===== src/rtl/seq_mult_rv.sv =====
// seq_mult_rv: iterative signed/unsigned multiplier with valid/ready handshakes.
// Retires BPC multiplier bits per cycle; a WIDTH-bit multiply takes WIDTH/BPC
// calc cycles. The multiplicand is sign- or zero-extended to 2*WIDTH at accept
// time. In signed mode the multiplier's top bit carries negative weight, so the
// partial product for that bit is subtracted on the final calc cycle.
module seq_mult_rv #(
  parameter int WIDTH = 16,
  parameter int BPC   = 1
) (
  input  logic               clk,
  input  logic               rst,
  input  logic               in_valid,
  output logic               in_ready,
  input  logic [WIDTH-1:0]   in_a,
  input  logic [WIDTH-1:0]   in_b,
  input  logic               in_signed,
  output logic               out_valid,
  input  logic               out_ready,
  output logic [2*WIDTH-1:0] out_product,
  output logic               busy
);

  localparam int N  = WIDTH / BPC;
  localparam int CW = $clog2(N) + 1;
  localparam int PW = 2 * WIDTH;

  generate
    if (WIDTH < 2 || BPC < 1 || (WIDTH % BPC) != 0) begin : g_bad_params
      $error("seq_mult_rv: WIDTH must be >= 2 and divisible by BPC");
    end
  endgenerate

  typedef enum logic [1:0] {IDLE, CALC, DONE} state_t;

  state_t          state;
  logic [PW-1:0]   acc;
  logic [PW-1:0]   a_sh;
  logic [PW-1:0]   pp;
  logic [WIDTH-1:0] b_sh;
  logic            sgn;
  logic [CW-1:0]   cnt;
  logic            last;

  assign last = (cnt == CW'(N - 1));

  // Partial product for the BPC multiplier bits currently at the bottom of b_sh.
  always_comb begin
    pp = '0;
    for (int j = 0; j < BPC; j++) begin
      if (b_sh[j]) begin
        if (sgn && last && (j == BPC - 1))
          pp = pp - (a_sh << j);
        else
          pp = pp + (a_sh << j);
      end
    end
  end

  // Control FSM with datapath registers and registered handshake outputs.
  always_ff @(posedge clk or posedge rst) begin
    if (rst) begin
      state       <= IDLE;
      in_ready    <= 1'b1;
      out_valid   <= 1'b0;
      busy        <= 1'b0;
      out_product <= '0;
      cnt         <= '0;
      acc         <= '0;
      a_sh        <= '0;
      b_sh        <= '0;
      sgn         <= 1'b0;
    end else begin
      case (state)
        IDLE: begin
          if (in_valid && in_ready) begin
            a_sh     <= in_signed ? {{WIDTH{in_a[WIDTH-1]}}, in_a}
                                  : {{WIDTH{1'b0}}, in_a};
            b_sh     <= in_b;
            sgn      <= in_signed;
            acc      <= '0;
            cnt      <= '0;
            state    <= CALC;
            in_ready <= 1'b0;
            busy     <= 1'b1;
          end
        end
        CALC: begin
          acc  <= acc + pp;
          a_sh <= a_sh << BPC;
          b_sh <= b_sh >> BPC;
          cnt  <= cnt + 1'b1;
          if (last) begin
            out_product <= acc + pp;
            out_valid   <= 1'b1;
            state       <= DONE;
          end
        end
        DONE: begin
          if (out_valid && out_ready) begin
            out_valid <= 1'b0;
            in_ready  <= 1'b1;
            busy      <= 1'b0;
            state     <= IDLE;
          end
        end
        default: begin
          state     <= IDLE;
          in_ready  <= 1'b1;
          out_valid <= 1'b0;
          busy      <= 1'b0;
        end
      endcase
    end
  end

endmodule


===== config.mk =====
export PLATFORM = sky130hd
export DESIGN_NAME = seq_mult_rv
export DESIGN_NICKNAME = d
export VERILOG_FILES = /design/src/rtl/seq_mult_rv.sv
export SDC_FILE = /design/constraint.sdc
export NUM_CORES = 1
export LEC_CHECK = 0
export ABC_AREA = 1
export CORE_MARGIN = 2
export CORE_UTILIZATION = 45
export CTS_CLUSTER_SIZE = 40
export DETAILED_ROUTE_END_ITERATION = 8
export GPL_TIMING_DRIVEN = 0
export PLACE_DENSITY = 0.69
export SKIP_CTS_REPAIR_TIMING = 1
export SYNTH_ARGS = -nofsm -noshare
export SYNTH_HDL_FRONTEND = slang
export SYNTH_SLANG_ARGS = --single-unit

===== constraint.sdc =====
create_clock -name clk -period 4.3 [get_ports clk]
set_clock_uncertainty 0.05 [all_clocks]
set_input_delay 0.86 -clock clk [delete_from_list [all_inputs] [get_ports clk]]
set_output_delay 0.86 -clock clk [all_outputs]
set_load 0.005 [all_outputs]

Word level (Yosys, flattened, before mapping) --
Cells that the tools add are included.
Operators by class: mux-type cells 23, $add $sub $neg 3, reduce and logical (&&, ||, !) cells 11, bitwise operators 2, equal/unequal tests 6
Operator list (count):
- $mux W32 | 5
- $pmux W32 S2 | 2
- $add A32 B32 Y32 | 1
- $pmux W16 S2 | 1
- $sub A1 B32 Y32 const A | 1
- $mux W16 | 1
- $pmux W5 S2 | 1
- $pmux W1 S3 | 3
- $reduce_and A3 Y1 | 3
- $mux W2 | 3
- $ne A2 B2 Y1 const B | 3
- $pmux W2 S3 | 1
- $reduce_and A2 Y1 | 3
- $add A5 B1 Y5 const B | 1
- $eq A5 B4 Y1 const B | 1
- $mux W1 | 5
- $mux W5 | 1
- $logic_and A1 B1 Y1 | 3
- $eq A2 B1 Y1 const B | 1
- $eq A2 B2 Y1 const B | 1
- $logic_not A2 Y1 | 1
- $not A1 Y1 | 2
- $reduce_bool A2 Y1 | 1
Word-level totals: input bits 37, logic and storage cells 55, flip-flop bits (word level) 123

Logic depth before layout (Yosys ltp) --
Gate-level depths: netlist (run 1).
word-level depth 6, gate-level depth with buffers 26, mapped depth without buffers 26

Worst setup path after synthesis (run 1) --
Ideal clock, no wire load.
path type register to register, start point register cnt[0], end point register out_product[16], period minus slack after synthesis 3214 ps, slack 1086 ps, data required time 4132 ps, data arrival time 3046 ps, stages on the path, launching flop included 24, cell sequence dfrtp_1 -> ha_1 -> nand2_1 -> nor2_1 -> ha_1 -> nand2_1 -> inv_1 -> buf_2 -> buf_2 -> nand2_1 -> o21ai_0 -> a21oi_1 -> ha_1 -> nand2_1 -> nand2_1 -> nand3_1 -> nand3_1 -> nand2_1 -> nand2_1 -> nand2_1 -> nand2_1 -> or2_2 -> nand3_1 -> nand2_1
On the way: cells in the longest elaborated chain, start to end 5
Ends and longest elaborated chain:
- start, declared | line 41 | logic [CW-1:0] cnt;
- start signal, assigned | line 91 | cnt <= cnt + 1'b1;
- $eq A5 B4 Y1 (*) | line 44 | assign last = (cnt == CW'(N - 1));
- $logic_and A1 B1 Y1 | line 51 | if (sgn && last && (j == BPC - 1))
- $mux W32 | line 51
- $mux W32 | line 50 | if (b_sh[j]) begin
- $add A32 B32 Y32 | line 93 | out_product <= acc + pp;
- end signal, assigned | line 93
- end, declared | line 19 | output logic [2*WIDTH-1:0] out_product,
Every way passes the cells marked *; elsewhere a longest branch is shown, timed or not. A chain may end at the register's enable or synchronous reset.

Worst setup path in the final report (run 1) --
start point register cnt[0], end point register out_product[30]
The elaborated chain is that of the path after synthesis.

==> metrics.md, run 1 <==
| Metric | Value |
|---|---|
| Wire per inst | 16.2 microns |
| Post-synth design cell area | ~7800 sq um |
| Clock tree buffer depth | 2 |
| Slew Limit Fails | 0 |
| CP top delay family | simple AND/OR/NAND/NOR gates |
| Initial antenna violation count | 0 |
| Routability cong. | 0.947 |
| VDD IR-drop max | 0.394 mV |
| Place WS | around 200 ps |
| Min Tclk post-route | 3940 ps |
| Final hold vios | 0 |
| Post-Synth XOR/XNOR Area | 1.80% |
| GRT Overall Usage | about a quarter |
| Unrepaired setup endpoints after global routing | no |
| Critical path arrival | between 4000 and 5000 ps |
| TritonCTS Buffers | 17 |
| Inserted Diodes | 0 |
| Crit path kind | reg -> reg |
| Initial DRC Count | about 480 |
| Post-DRT Antenna Nets | 0 |
| Worst-path clk slew | 60 ps |
| EDFF count, synth | 0 |
| DR vias | ~7,400 |
| Synthesized area per cell | 7.55 sq um |
| Final worst slack | 364 ps |
| # DRC | 0 |
| Die area | 18,400 sq um |
| Final setup fails | 0 |
| Overflow after GRT | 0 |
| Met2 Usage GRT | about 40% |
| Final Cycle Share | approximately nine tenths |
| Register area share after synthesis | 39.5% |
| Fmax | around 250 MHz |
| Synth Instances | between 1,000 and 1,500 |
| Post-synthesis mux area share | 0% |
| Die width | about 140 microns |
| Starting Density | 45.6% |
| Worst EP required | approximately 4600 ps |
| Skew-Pair Late Insertion Delay | ~440 ps |
| Max FO, Critical Path | 10 |
| Number of fill cells in the layout | 1,633 |
| Post-layout nets | around 1,200 |
| Synth Area in Simple Gates | approximately 28% |
| Worst-margin pin slew | around 780 ps |
| Dpl hpwl | about 17,000 microns |
| Compound-gate portion of the synthesized area | 18.5% |
| Worst setup SP type | flop |
| Hold WC Path Type | reg -> reg |
| Max Cap Viol | 0 |
| Global Route met3 Usage | between 3 and 4% |
| #FFs+latches synth | around 120 |
| Root Driver | clkbuf_16 |
| Crit path capture type | flop |
| Num ports | roughly 70 |
| Vias/cell | around 5.4 |
| Tot Pwr | a little under 9 mW |
| Largest family of logic cells by synthesized area | simple AND/OR/NAND/NOR gates |
| CTS tree | built |
| Area growth syn-to-layout | 21.7% |
| GRT busiest layer | met2 |
| FFs w/ async S/R, synth | between 90% and 100% |
| Cell mode on critical path | nand2_1 |
| CP max stage cell | dfrtp_1 |
| Largest net degree at the start of global routing | 79 |
| Yosys Warn Count | 0 |
| Vias in the first global route | about 7,200 |
| Fraction of layout cells with a size suffix above 1 | under 10% |
| CTS sink cnt | approximately 120 |
| Cell Rows | 48 |
| Global-route wire length before repair | approximately 36,000 microns |
| Area share of fa/ha/maj cells after synthesis | 5.71% |
| Number of detailed-route iterations in the first pass | 6 |
| Detailed Route WL | 22,100 microns |
| Synth cell types | between 50 and 60 |
| H-tree levels | 4 |
| Slowest stage delay, CP | slightly below 400 ps |
| IO buf count | a little over 70 |
| Core ar. | around 17,000 sq um |
| GR Util met1 | between 30% and 40% |
| Top_reg_cell synth | dfrtp_1 |
| Worst path bufs/invs | 3 |
| Worst rel slew slack | roughly 48% |
| Die Ht | around 140 microns |
| Status | finished, final reports clean |
| Crit path cell chain | ha_1 > nand2_1 > nor2_1 > ha_1 > nand2_4 > inv_1 > clkbuf_4 > buf_2 > nand2_1 > o21ai_0 > a21oi_1 > ha_1 > nand2_1 > nor2_2 > nand2_1 > o21ai_2 > nand3_1 > nand2_1 > nand2_1 > nand3_1 > nand2_1 |
| Lkg Pwr | between 4 and 5 nW |
| Mapped Nets | roughly 1,100 |
| PwrDens | ~930 nW/um^2 |
## flip-flops by register name, summed over array words and instances, names as in the netlist, 2 cells and up
signal,count
state,2
a_sh,32
b_sh,16
acc,32
cnt,5
out_product,32
## cells in the final DEF (no fill, tap or decap), drive strengths merged, types with 4 or more instances in the layout
master         instances
inv                   99
buf                   14
nor3                  42
nand2                272
xnor2                 12
a221oi                10
o221ai                16
bufinv                 4
nor4                   4
o21ai                 79
o21bai                 6
nand3                 69
clkdlybuf4s50         71
clkbuf                43
nand4                 12
clkinv                 5
a21o                   4
ha                    34
a21oi                 67
dfrtp                122
nor2                 103
xor2                   4
a211oi                19
## per-stage QoR
| stage | instance area [sq um] | TNS, ps | hold slack, ps | instances | util, % |
|---|---|---|---|---|---|
| after floorplan | 7800 | 0 | 399 | 1034 | - |
| after global placement | 8790 | -211320 | 413 | 1330 | 51.4 |
| after detailed placement | 8830 | 0 | 414 | 1331 | 51.6 |
| after CTS | 9460 | 0 | 430 | 1363 | 55.3 |
| after global routing | 9490 | 0 | 449 | 1363 | 55.5 |
| final | 9490 | 0 | 426 | 1363 | 55.5 |
## where the power goes
part,internal [mW],switching (mW)
clock network,1.01,0.549
registers,1.71,0.365
logic,1.91,3.28
total,4.63,4.19
## logic make-up after synthesis
kind of cell / count (synthesis)
buf+inv: 135
simple gates: 509
fa+ha+maj: 35
compound gates: 216
xor+xnor: 16
flops: 123
## cell usage after synthesis, types with 4 or more instances
cell	count	area share (%)
a211oi_2	18	2.9
a21o_1	4	0.38
a21oi_1	65	4.2
a221oi_1	4	0.45
a221oi_2	6	1.2
buf_2	10	0.64
clkbuf_1	21	1.0
dfrtp_1	122	39
ha_1	34	5.5
inv_1	96	4.6
nand2_1	269	13
nand3_1	68	4.4
nand4_1	12	0.96
nor2_1	100	4.8
nor3_1	41	2.6
nor4_1	4	0.32
o21ai_0	76	4.9
o21bai_1	6	0.58
o221ai_1	16	1.8
xnor2_1	12	1.3
xor2_1	4	0.45
## path summary, 6_finish.rpt
check	start	endpoint	slack [ps]	depth (start not counted)
max	cnt[0]	out_product[30]	360	21
min	out_product[31]	out_product[31]	430	2
max reg2reg	cnt[0]	out_product[30]	360	21
min reg2reg	out_product[31]	out_product[31]	430	2
max in group asynchronous	rst	in_ready	2620	3
min in group asynchronous	rst	acc[9]	770	2
## metal layers
layer	vias to the layer above	wire (microns)	part of all wire [%]
li1	3689	-	-
met1	3407	10200	46
met2	234	10200	46
met3	47	1100	5.0
met4	0	679	3.1
met5	-	0	0
## worst register-to-register path: cells and delay by family (launching register included)
| kind | cells | cell delay [ps] |
|---|---|---|
| AOI/OAI and AO/OA | 3 | 550 |
| adders and majority gates | 3 | 850 |
| buffers and inverters | 3 | 650 |
| DFF | 1 | 390 |
| and+or+nand+nor | 12 | 1350 |
## cell type report
class,instances,area (sq um),area share (%)
multi-input cells,776,4210,44.3
flip-flops and latches,123,3080,32.4
repair buffers,72,738,7.78
clock buffers,21,470,4.96
inverters,100,383,4.03
well taps,225,282,2.97
clock inverters,11,166,1.75
plain buffers,35,165,1.74
Note: power is estimated with default switching activity, not from simulation.
==> run 2: changes to the inputs <==
- PLACE_DENSITY: 0.69 -> 0.67
- clock period: 4.3 -> 5.1 ns (I/O delays scaled with it)
==> metrics.md, run 2 (synthesized netlist as in run 1, its figures left out) <==
| Metric | Value |
|---|---|
| Most common cell after layout, fill and taps aside | nand2_1 |
| Core ar. | 17,100 sq um (unchanged) |
| Hold endpoint | out_product[31] |
| Die width | 136 microns (unchanged) |
| Vias/cell | 5.41 (about the same) |
| Min Tclk post-route | 4170 ps (+231 ps) |
| Overflow after GRT | 0 (unchanged) |
| VDD IR-drop max | 0.340 mV (-14%) |
| Crit path kind | reg -> reg |
| Global-route wire length before repair | 36,500 microns (+0.29%) |
| Clock tree buffer depth | 2 (unchanged) |
| Die Ht | 136 microns (unchanged) |
| CTS sink cnt | 123 (unchanged) |
| Critical path arrival | 4430 ps (+230 ps) |
| Status | finished, final reports clean |
| FF-to-FF path depth | 21 (unchanged) |
| Detailed Route WL | 22,200 microns (+0.21%) |
| Slew Limit Fails | 0 (unchanged) |
| Number of detailed-route iterations in the first pass | 5 (-1) |
| Initial antenna violation count | 0 (unchanged) |
| Post-DP Area | 8830 sq um (unchanged) |
| Die area | 18,400 sq um (unchanged) |
| Starting Density | 45.6% (unchanged) |
| Post-route cell area | 9430 sq um (-0.65%) |
| Most frequent cells in the layout | nand2_1 (269), dfrtp_1 (122), nor2_1 (100) |
| TritonCTS Buffers | 17 (unchanged) |
| Crit path capture type | flop |
| Worst rel slew slack | 47.0% (-1.1 points) |
| # DRC | 0 (unchanged) |
| Place WS | 983 ps (+789 ps) |
| Hold WC Path Type | reg -> reg |
| Cell Rows | 48 (unchanged) |
| Worst setup SP type | flop |
| Fmax | 240 MHz (-5.5%) |
| Root Driver | clkbuf_16 |
| IO buf count | 71 (unchanged) |
| Number of fill cells in the layout | 1,649 (+0.98%) |
| RR Startpoint | cnt[0] |
| Post-DRT Antenna Nets | 0 (unchanged) |
| HP Start | out_product[31] |
| Unrepaired setup endpoints after global routing | no |
| GRT Overall Usage | 25.6% (-0.061 points) |
| PwrDens | 779 nW/um^2 (-16%) |
| DR vias | 7,369 (-0.11%) |
| Wire per inst | 16.3 microns (+0.29%) |
| Skew-Pair Late Insertion Delay | 430 ps (about the same) |
| Area growth syn-to-layout | 20.9% |
| Final setup fails | 0 (unchanged) |
| Hold Crit Depth | 2 (unchanged) |
| Initial DRC Count | 674 (+40%) |
| Max Cap Viol | 0 (unchanged) |
| Hold slack | 424 ps (-1.17 ps) |
| Vias in the first global route | 7,176 (+0.29%) |
| Worst-path clk slew | 50 ps (about the same) |
| Max FO, Critical Path | 10 (unchanged) |
| Final Cycle Share | 81.7% (-9.8 points) |
| Final hold vios | 0 (unchanged) |
| Fraction of layout cells with a size suffix above 1 | 7.56% (-0.78 points) |
| Routability cong. | 0.934 (-1.4%) |
| R2R setup slack | 930 ps (+570 ps) |
| Worst-margin pin slew | 795 ps (+16.1 ps) |
| Num ports | 72 (unchanged) |
| Largest registers | a_sh: 32 flops, acc: 32 flops, out_product: 32 flops |
| Cell Count, Final, Fillers Out | 1,362 (-0.073%) |
| FF-to-FF End | out_product[30] |
| Largest net degree at the start of global routing | 85 (+7.6%) |
| CP Launch Point | cnt[0] |
| Post-layout nets | 1,197 (unchanged) |
| Dpl hpwl | 16,900 microns (-0.13%) |
| Final worst slack | 932 ps (+569 ps) |
| H-tree levels | 4 (unchanged) |
| Placed cells | 1,331 (unchanged) |
| Inserted Diodes | 0 (unchanged) |
| CTS tree | built |
| Lkg Pwr | 4.44 nW (-0.44%) |
| Worst EP required | 5360 ps (+790 ps) |
run 2: per-stage QoR:
stage	utilization, %	power (mW)	TNS [ps]
after floorplan	-	4.78	0
after global placement	51.4	5.95	-128400
after detailed placement	51.6	6.03	0
after CTS	55.1	7.31	0
after global routing	55.1	8.00	0
final	55.1	7.35	0
run 2: cell type report:
cell class                      count  area [sq um]  area share [%]
Multi-Input combinational cell    776          4180            44.3
Sequential cell                   123          3080            32.6
Timing Repair Buffer               72           738            7.83
Clock buffer                       24           492            5.21
Inverter                          100           383            4.06
Tap cell                          225           282            2.98
Buffer                             35           163            1.72
Clock inverter                      7           113            1.19
run 2: report_power, final:
group	total, mW	switching (mW)	internal, mW	leakage [nW]
registers	1.74	0.300	1.44	1.49
clock network	1.26	0.447	0.815	0.296
logic	4.34	2.74	1.60	2.65
total	7.35	3.49	3.86	4.44
run 2: worst max-delay path: stages, from the launching register on:
cell and delay [ps]:
dfrtp_1 390, ha_1 200, nand2_1 60, nor2_1 100, ha_1 230, nand2_1 220, inv_1 220, buf_2 250
buf_2 250, nand2_1 90, o21ai_0 140, a21oi_1 80, ha_1 380, nand2_1 110, nor2_1 310, nand2_1 120
o21ai_2 350, nand3_1 190, nand2_1 100, nand2_1 60, nand3_1 80, nand2_1 70
run 2: worst max-delay path by stage:
| stage | end | slack, ps | cells past startpoint |
|---|---|---|---|
| floorplan | a_sh[0] | 760 | 1 |
| global placement | state[1] | -1070 | 2 |
| detailed placement | out_product[30] | 980 | 21 |
| CTS | out_product[30] | 980 | 21 |
| global route | out_product[30] | 530 | 22 |
| finish | out_product[30] | 930 | 21 |
run 2: routing by layer:
metal	track usage [%]	share of wire (%)	vias to the layer above
li1	-	-	3692
met1	34.6	46	3421
met2	41.3	46	209
met3	3.63	4.7	47
met4	10.9	3.3	0
met5	0	0	-
==> patch (settings of run 1) <==
Change the parameter `WIDTH` from 16 to 32.
--- a/src/rtl/seq_mult_rv.sv
+++ b/src/rtl/seq_mult_rv.sv
@@ -4,7 +4,7 @@
 // time. In signed mode the multiplier's top bit carries negative weight, so the
 // partial product for that bit is subtracted on the final calc cycle.
 module seq_mult_rv #(
-  parameter int WIDTH = 16,
+  parameter int WIDTH = 32,
   parameter int BPC   = 1
 ) (
   input  logic               clk,
Interface: changed (resized in_a, in_b and out_product); port bits go from 72 to 136. The function was not compared with the original's and may differ.
==> patch against run 1 <==
Sequential share of layout area shrank 3.3 points; hold slack gained 3.1 ps; sequential cell count grew 113; global-route usage grew 7.1 points; power grew 67%; count of clock-buffer cells in the layout grew 13; critical path depth grew 1; setup slack lost 220 ps; cell area grew 110%; area after synthesis grew 110%; routed wire length grew to 2.8 times the old value.
==> patch: results (changes against run 1) <==
The flow ran to the end, and the final reports show no timing, DRC or antenna violations. The total of fill cells in the finished design came out at 3,581 (+120%). The half-perimeter wire length after detailed placement was 49.85 mm (+190%). The static leakage came to 9.541 nW (+110%). The total track usage came to 32.75% (+7.1 points).

The total via count after detailed routing is 17.42k (+140%). The count of buffers inserted at the top-level ports is 135 (+90%). The largest fanout on the critical path came out at 6 (-4). Sorting the synthesized cells by how often they occur yields sky130_fd_sc_hd__nand2_1 (688), sky130_fd_sc_hd__inv_1 (312), sky130_fd_sc_hd__nor2_1 (277). The maximum number of buffers from clock root to sink came out at 3 (+1). The initial antenna violation count is 1 (+1).

The endpoint arrival time on the critical path is 4580 ps (+380 ps). The net count of the finished layout is 2,763 (+130%). The post-synthesis net count is 2,582 (+130%).

The relative slew slack came out at 29.63% (-18 points). The deepest level of the CTS H-tree is 1 (-3). The largest net degree at the start of global routing is 43 (-46%). The mean routed wirelength per cell was 20.14 um (+24%). The fraction of the yosys area taken by sequential cells is 35.69% (-3.8 points). The highest cell delay on the worst timing path is 430 ps (+40 ps). The clock buffer count from CTS came out at 29 (+12). The clock insertion delay at the later pin of the skew report was 590 ps (+150 ps). The count of cell types in the netlist is 53 (+3.9%). The fraction of final layout cells sized beyond drive strength 1 came to 8.906% (+0.56 points). The maximum ir drop on the vdd rail is 480.2 uV (+22%). The routability congestion estimate is 0.9920 (+4.8%). After synthesis, the cell types taking the most area are sky130_fd_sc_hd__dfrtp_1 (36%), sky130_fd_sc_hd__nand2_1 (16%), sky130_fd_sc_hd__inv_1 (7.1%). The number of iterations in the first detailed-routing pass was 8 (+2).

The depth of the worst register-to-register path came out at 22 (+4.8%). The first-pass GRT wire length was 95.88 mm (+160%).
-- patch: kinds of logic (layout without fill, tap and decap cells) --
kind of cell / count (synthesis) / in the layout / synth area share, %
AND/OR/NAND/NOR: 1215 / 1215 / 30.52
AO/OA/AOI/OAI: 491 / 491 / 17.26
buffers and inverters: 396 / 599 / 9.222
flip-flops: 236 / 236 / 35.69
adder cells (fa/ha/maj): 66 / 66 / 5.034
XOR/XNOR: 43 / 43 / 2.275
-- patch: metal layers --
| layer | global-route usage [%] | routed length, um |
|---|---|---|
| met4 | 11.45 | 2713 |
| met1 | 45.70 | 28090 |
| met3 | 5.518 | 4668 |
| met2 | 51.53 | 27340 |
| met5 | 0 | 0 |
-- patch: where the power goes --
part           internal, mW  total [mW]  switching [mW]
combinational          2.78        8.22            5.44
sequential             3.18        3.85           0.668
clock                  1.62        2.69            1.07
total                  7.58        14.8            7.18
-- patch: metrics by stage --
stage,instances,hold WS [ps],worst slack [ps],area [sq um]
finish,3118,428.6,141.1,20250
global route,3118,455.5,-57.83,20250
CTS,3109,431.3,-686.3,19650
detailed placement,3056,414.7,-670.9,18610
global placement,3050,413.7,-1681,18490
floorplan,2447,405.5,298.9,16560
-- patch: path summary, 6_finish.rpt --
| check | from | endpoint | slack (ps) |
|---|---|---|---|
| worst max-delay path | a_sh[2]$_DFFE_PP0P_ | out_product[60]$_DFFE_PP0P_ | 140 |
| worst min-delay path | out_product[2]$_DFFE_PP0P_ | out_product[2]$_DFFE_PP0P_ | 430 |
| worst max register to register | a_sh[2]$_DFFE_PP0P_ | out_product[60]$_DFFE_PP0P_ | 140 |
| worst min register to register | out_product[2]$_DFFE_PP0P_ | out_product[2]$_DFFE_PP0P_ | 430 |
| max in group asynchronous | rst | out_product[57]$_DFFE_PP0P_ | 2390 |
| min in group asynchronous | rst | out_product[3]$_DFFE_PP0P_ | 680 |
-- patch: area by class of cell --
cell class	count	area share, %
inverter	318	5.914
timing repair buffer	150	7.662
multi-input combinational	1815	47.54
clock buffer	34	3.726
buffer	78	1.712
clock inverter	19	1.378
sequential	236	29.17
tap	468	2.892
-- patch: critical path: cells and delay by family (launching register included) --
kind	cells	cell delay (ps)
adder cells (fa/ha/maj)	1	390
AO/OA/AOI/OAI	5	1090
AND/OR/NAND/NOR	16	2050
flip-flops	1	430
